==> src/rtl/button_pkg.sv <==
// Shared definitions for the multi-button debouncer: per-channel FSM encoding
// and default timing constants (cycle counts assume a 50 MHz clock).
package button_pkg;

  typedef enum logic [1:0] {
    ST_IDLE = 2'd0,
    ST_HELD = 2'd1,
    ST_LONG = 2'd2
  } btn_state_e;

  localparam int DEF_N_BTN             = 4;
  localparam int DEF_DEBOUNCE_CYCLES   = 500000;
  localparam int DEF_LONG_PRESS_CYCLES = 50000000;
  localparam int DEF_REPEAT_CYCLES     = 10000000;

endpackage

==> src/rtl/debounce_channel.sv <==
// One button channel: 2-flop synchronizer, stability-counter debouncer and
// IDLE/HELD/LONG press FSM. Auto-repeat is built only with BUTTON_AUTO_REPEAT_EN.
module debounce_channel
  import button_pkg::*;
#(
  parameter int DEBOUNCE_CYCLES   = DEF_DEBOUNCE_CYCLES,
  parameter int LONG_PRESS_CYCLES = DEF_LONG_PRESS_CYCLES
`ifdef BUTTON_AUTO_REPEAT_EN
  , parameter int REPEAT_CYCLES   = DEF_REPEAT_CYCLES
`endif
) (
  input  logic clk,
  input  logic reset,
  input  logic btn_raw,
  output logic debounce,
  output logic press,
  output logic release_pulse,
  output logic long_press
);

  localparam int CNT_W  = $clog2(DEBOUNCE_CYCLES);
  localparam int HOLD_W = $clog2(LONG_PRESS_CYCLES);
  localparam logic [CNT_W-1:0]  CNT_MAX  = CNT_W'(DEBOUNCE_CYCLES - 1);
  localparam logic [HOLD_W-1:0] HOLD_MAX = HOLD_W'(LONG_PRESS_CYCLES - 1);

  logic [1:0]        sync_q, sync_d;
  logic              deb_q, deb_d;
  logic [CNT_W-1:0]  cnt_q, cnt_d;
  logic [HOLD_W-1:0] hold_q, hold_d;
  btn_state_e        state_q, state_d;
  logic              press_q, press_d;
  logic              release_q, release_d;
  logic              long_q, long_d;
  logic              rise, fall;

`ifdef BUTTON_AUTO_REPEAT_EN
  localparam int REP_W = $clog2(REPEAT_CYCLES);
  localparam logic [REP_W-1:0] REP_MAX = REP_W'(REPEAT_CYCLES - 1);
  logic [REP_W-1:0] rep_q, rep_d;
`endif

  // NOTE: every always_comb output gets a default first so no path infers a latch.
  always_comb begin
    sync_d = {sync_q[0], btn_raw};
    deb_d  = deb_q;
    cnt_d  = '0;
    if (sync_q[1] != deb_q) begin
      if (cnt_q == CNT_MAX) begin
        deb_d = ~deb_q;
      end else begin
        cnt_d = cnt_q + CNT_W'(1);
      end
    end
    rise = deb_d & ~deb_q;
    fall = ~deb_d & deb_q;
  end

  always_comb begin
    state_d   = state_q;
    hold_d    = hold_q;
    press_d   = rise;
    release_d = fall;
    long_d    = 1'b0;
`ifdef BUTTON_AUTO_REPEAT_EN
    rep_d     = rep_q;
`endif
    case (state_q)
      ST_IDLE: begin
        if (rise) begin
          state_d = ST_HELD;
          hold_d  = '0;
        end
      end
      ST_HELD: begin
        if (fall) begin
          state_d = ST_IDLE;
        end else if (hold_q == HOLD_MAX) begin
          state_d = ST_LONG;
          long_d  = 1'b1;
`ifdef BUTTON_AUTO_REPEAT_EN
          rep_d   = '0;
`endif
        end else begin
          hold_d = hold_q + HOLD_W'(1);
        end
      end
      ST_LONG: begin
        if (fall) begin
          state_d = ST_IDLE;
        end
`ifdef BUTTON_AUTO_REPEAT_EN
        // Repeat phase counts from the long_press pulse, one press per period.
        else if (rep_q == REP_MAX) begin
          press_d = 1'b1;
          rep_d   = '0;
        end else begin
          rep_d = rep_q + REP_W'(1);
        end
`endif
      end
      default: state_d = ST_IDLE;
    endcase
  end

  // NOTE: state is updated with non-blocking assignments so every flop samples
  // pre-edge values regardless of statement order.
  always_ff @(posedge clk) begin
    if (!reset) begin
      sync_q    <= '0;
      deb_q     <= 1'b0;
      cnt_q     <= '0;
      hold_q    <= '0;
      state_q   <= ST_IDLE;
      press_q   <= 1'b0;
      release_q <= 1'b0;
      long_q    <= 1'b0;
`ifdef BUTTON_AUTO_REPEAT_EN
      rep_q     <= '0;
`endif
    end else begin
      sync_q    <= sync_d;
      deb_q     <= deb_d;
      cnt_q     <= cnt_d;
      hold_q    <= hold_d;
      state_q   <= state_d;
      press_q   <= press_d;
      release_q <= release_d;
      long_q    <= long_d;
`ifdef BUTTON_AUTO_REPEAT_EN
      rep_q     <= rep_d;
`endif
    end
  end

  assign debounce      = deb_q;
  assign press         = press_q;
  assign release_pulse = release_q;
  assign long_press    = long_q;

endmodule

==> src/rtl/multi_button_debounce.sv <==
// N_BTN independent debounced buttons with press/release/long-press pulses.
// Define BUTTON_AUTO_REPEAT_EN for auto-repeat press pulses while in long hold.
// The release output is release_pulse because "release" is a reserved word.
module multi_button_debounce
  import button_pkg::*;
#(
  parameter int N_BTN             = DEF_N_BTN,
  parameter int DEBOUNCE_CYCLES   = DEF_DEBOUNCE_CYCLES,
  parameter int LONG_PRESS_CYCLES = DEF_LONG_PRESS_CYCLES,
  parameter int REPEAT_CYCLES     = DEF_REPEAT_CYCLES
) (
  input  logic             clk,
  input  logic             reset,
  input  logic [N_BTN-1:0] btn,
  output logic [N_BTN-1:0] debounce,
  output logic [N_BTN-1:0] press,
  output logic [N_BTN-1:0] release_pulse,
  output logic [N_BTN-1:0] long_press
);

  if (N_BTN < 1 || N_BTN > 16) begin : g_bad_n_btn
    $error("N_BTN must be in 1..16");
  end
  if (DEBOUNCE_CYCLES < 2 || LONG_PRESS_CYCLES <= DEBOUNCE_CYCLES) begin : g_bad_timing
    $error("need DEBOUNCE_CYCLES >= 2 and LONG_PRESS_CYCLES > DEBOUNCE_CYCLES");
  end
  if (REPEAT_CYCLES < 2) begin : g_bad_repeat
    $error("REPEAT_CYCLES must be >= 2");
  end

  for (genvar i = 0; i < N_BTN; i++) begin : g_ch
    debounce_channel #(
      .DEBOUNCE_CYCLES  (DEBOUNCE_CYCLES),
      .LONG_PRESS_CYCLES(LONG_PRESS_CYCLES)
`ifdef BUTTON_AUTO_REPEAT_EN
      , .REPEAT_CYCLES  (REPEAT_CYCLES)
`endif
    ) u_ch (
      .clk          (clk),
      .reset        (reset),
      .btn_raw      (btn[i]),
      .debounce     (debounce[i]),
      .press        (press[i]),
      .release_pulse(release_pulse[i]),
      .long_press   (long_press[i])
    );
  end

endmodule

==> config.mk <==
export PLATFORM = sky130hd
export DESIGN_NAME = multi_button_debounce
export DESIGN_NICKNAME = d
export VERILOG_FILES = /design/src/rtl/button_pkg.sv /design/src/rtl/debounce_channel.sv /design/src/rtl/multi_button_debounce.sv
export SDC_FILE = /design/constraint.sdc
export NUM_CORES = 1
export LEC_CHECK = 0
export CAP_MARGIN = 5
export CELL_PAD_IN_SITES_DETAIL_PLACEMENT = 0
export CELL_PAD_IN_SITES_GLOBAL_PLACEMENT = 1
export CORE_AREA = 2 2 255 182
export CTS_BUF_LIST = sky130_fd_sc_hd__clkbuf_16
export DETAILED_ROUTE_END_ITERATION = 12
export DIE_AREA = 0 0 257 184
export GPL_ROUTABILITY_DRIVEN = 0
export PLACE_DENSITY_LB_ADDON = 0.1
export SYNTH_ARGS = -nofsm -noshare
export SYNTH_HDL_FRONTEND = slang
export SYNTH_HIERARCHICAL = 1
export SYNTH_SLANG_ARGS = --single-unit
==> constraint.sdc <==
create_clock -name clk -period 2.4 [get_ports clk]
set_clock_uncertainty 0.05 [all_clocks]
set_input_delay 0.24 -clock clk [delete_from_list [all_inputs] [get_ports clk]]
set_output_delay 0.24 -clock clk [all_outputs]
set_load 0.05 [all_outputs]
==> results of run 1 <==
-- registers in the layout, summed over array words and instances (netlist names) --
register,cells
g_ch.u_ch/long_press,4
g_ch.u_ch/state_q,8
g_ch.u_ch/hold_q,104
g_ch.u_ch/cnt_q,76
g_ch.u_ch/press,4
g_ch.u_ch/debounce,4
g_ch.u_ch/sync_q,8
g_ch.u_ch/release_pulse,4
-- per-stage QoR --
step	std cells	TNS, ps	power (W)	utilization
global route	1971	-41.5	0.00830	0.296
floorplan	1271	0	0.00390	-
CTS	1971	0	0.00816	0.296
global placement	1924	0	0.00403	0.277
detailed placement	1924	0	0.00402	0.277
finish	1971	0	0.00794	0.296
-- layout make-up --
class                           count  area share
Multi-Input combinational cell    974       0.484
Sequential cell                   212       0.321
Timing Repair Buffer               94      0.0619
Tap cell                          603      0.0571
Clock buffer                       27      0.0511
Clock inverter                     20      0.0131
Inverter                           41      0.0116
-- synthesized netlist by cell type, types with 7 or more instances --
cell      instances
o21ai_0           8
clkbuf_1         16
dfxtp_1         212
nand2_1         104
o21ai_1          20
o31ai_2           9
or3_1            20
inv_1            41
nand3_1          79
nor2_1          168
a21oi_1          53
buf_6             7
and2_1           26
a31oi_1           8
nand4_1          38
nor3_2           15
o31ai_1          21
mux2_4           18
xnor2_1          42
a211oi_1          7
a211o_1          13
and4_1           22
nor2b_1          13
or4_1            25
o211ai_1         12
nand2b_1          7
ha_1              8
buf_2            13
xor2_1           31
nor4_1           21
and3_1           35
nor3_1           41
-- worst paths after layout --
kind | to | start | depth (start not counted) | slack (ps)
worst max-delay path | g_ch[3].u_ch/hold_q[8] | g_ch[3].u_ch/hold_q[7] | 7 | 60
worst min-delay path | g_ch[0].u_ch/sync_q[1] | reset | 2 | 60
worst max register to register | g_ch[3].u_ch/hold_q[8] | g_ch[3].u_ch/hold_q[7] | 7 | 60
worst min register to register | g_ch[2].u_ch/sync_q[1] | g_ch[2].u_ch/sync_q[0] | 1 | 380
-- cells in the final DEF, fill, tap and decap left out, drive strengths merged, types with 7 or more instances in the layout --
cell,count
and3,35
clkdlybuf4s50,19
inv,47
nor3,60
nand2b,7
and4,22
a211o,13
mux2,24
nand3,79
nor4b,14
o31ai,33
ha,8
o211ai,12
a21oi,53
nor4,25
clkinv,10
xnor2,42
nand2,104
or3,20
a31oi,8
a211oi,10
xor2,31
nor2b,13
nor2,171
and2,26
nand4,44
or4,26
dfxtp,212
buf,74
or2,12
o21ai,28
clkbuf,27
-- power breakdown --
part           internal [W]  leakage (nW)  switching [W]
Combinational      0.000134          2.25       0.000241
Clock               0.00235         0.434        0.00165
Sequential          0.00354          1.71      0.0000239
Total               0.00602          4.39        0.00191
-- logic make-up after synthesis --
kind of cell,Yosys count,share of synthesized area
flip-flops,212,0.383
multiplexers,24,0.0305
AND/OR/NAND/NOR,680,0.351
AO/OA/AOI/OAI,189,0.128
XOR/XNOR,73,0.0577
adder cells (fa/ha/maj),8,0.00904
buffers and inverters,85,0.0408
-- worst max-delay path, cell delays in order, from the launching register on --
cell and delay (ps):
dfxtp_1 310, or4_4 540, nor4_4 410, a221oi_2 160
nor3_4 240, buf_12 200, nor3_2 60, a311o_1 260
-- layer usage --
| metal | wire length (um) | up-vias | share of wire |
|---|---|---|---|
| met2 | 11800 | 76 | 0.39 |
| met3 | 852 | 31 | 0.028 |
| met5 | 0 | - | 0 |
| li1 | - | 4798 | - |
| met4 | 530 | 0 | 0.017 |
| met1 | 17200 | 4474 | 0.57 |
==> impl_metrics.toml, run 1 <==
[outcome]
outcome = "completed"

[sta]
max_freq_mhz = 427
slew_viol_final = 0
hold_slack_ps = 57.5
period_share = 0.975
setup_viol = 0
worst_slew_pin_slew_ps = 554
hold_violations = 0
rsz0062_at_grt = "yes"
post-route-min-period_ps = 2340
max_slew_margin = 0.629
fin_ws_ps = 60.2

[global_routing]
overflow = 0
grt.busiest_layer = "met1"
use_met3 = 0.0214
grt_max_degree = 35
antenna_found_initial = 0
track_usage = 0.128
gr-usage-met2 = 0.176
grt_use_met1 = 0.204
grt_pass1_wl_mm = 49.8
grt_pass1_vias = 8760

[final_layout]
seqCellArea_mm2 = 0.00424
n_antenna_cell = 0
final_nets = 1364
final.fill_count = 4735
fin_area_mm2 = 0.0132
drive_gt1_frac = 0.150
multi_input_area_mm2 = 0.00640
area_growth_pct = 19.3

[synth]
ys_warn_count = 6
syn_area_mm2 = 0.0111
yosys.area.top_type = "dfxtp_1"
yosys-top-cells-area = "dfxtp_1 (38%), nor2_1 (5.7%), nand3_1 (3.6%)"
synthDistinctLibCells = 70
yosys_most_used_dff = "dfxtp_1"
synth-edff-count = 0
avgSynthCellArea_um2 = 8.72
synth_cells = 1271
ys_seq_elements = 212
syn_nets = 1285
synthArstFlopShare = 0
yosysSeqAreaShare = 0.383
synth_top_area_frac = 0.383

[clock_network]
cts_tree = "yes"
cts_resized = 0
hold_buffers = 0
clk_path_buf_depth = 3
numCtsBuffers = 27
numClockSinks = 212
post_cts_buffers = 0
clock_latency_ps = 550
path_clk_slew_ps = 60
cts_max_level = 1
cts_root_buf = "clkbuf_16"

[placed_design]
port_buffers = 21
dpl.hpwl_mm = 21.3
placed_area_mm2 = 0.0124
pre_cts_ws_ps = 57.3

[detailed_routing]
dr.pass1.iters = 5
drt-initial-drc-count = 556
antenna_left = 0
via_per_inst = 4.76
routedWlPerCell_um = 15.4
drc_errors = 0
postRouteWirelength_mm = 30.4
vias = 9379

[die]
core-area_mm2 = 0.0446
start_util = 0.248
row_count = 65
dieArea_mm2 = 0.0473
dieHeight_um = 184
ios = 22
fp.dieW_um = 257

[critical_path]
crit_type = "reg -> reg"
arrival_ps = 2720
cp_data_required_time_ps = 2780
critPathMaxFanout = 25
end_kind = "register"
crit_path_start_kind = "register"

[pwr]
cellPowerDensity_mw_per_mm2 = 600
leakage_nw = 4.39
ir_drop_mv = 0.434

[min_path]
worstHoldPathType = "in -> reg"

[job]
drv_cap = 0
Power figures use the tool's default switching activity.
==> inputs of run 2 (changes only) <==
SLEW_MARGIN = 20   (was not set)
==> results of run 2 <==
Final layout, timing and power as in run 1 (identical DEF).
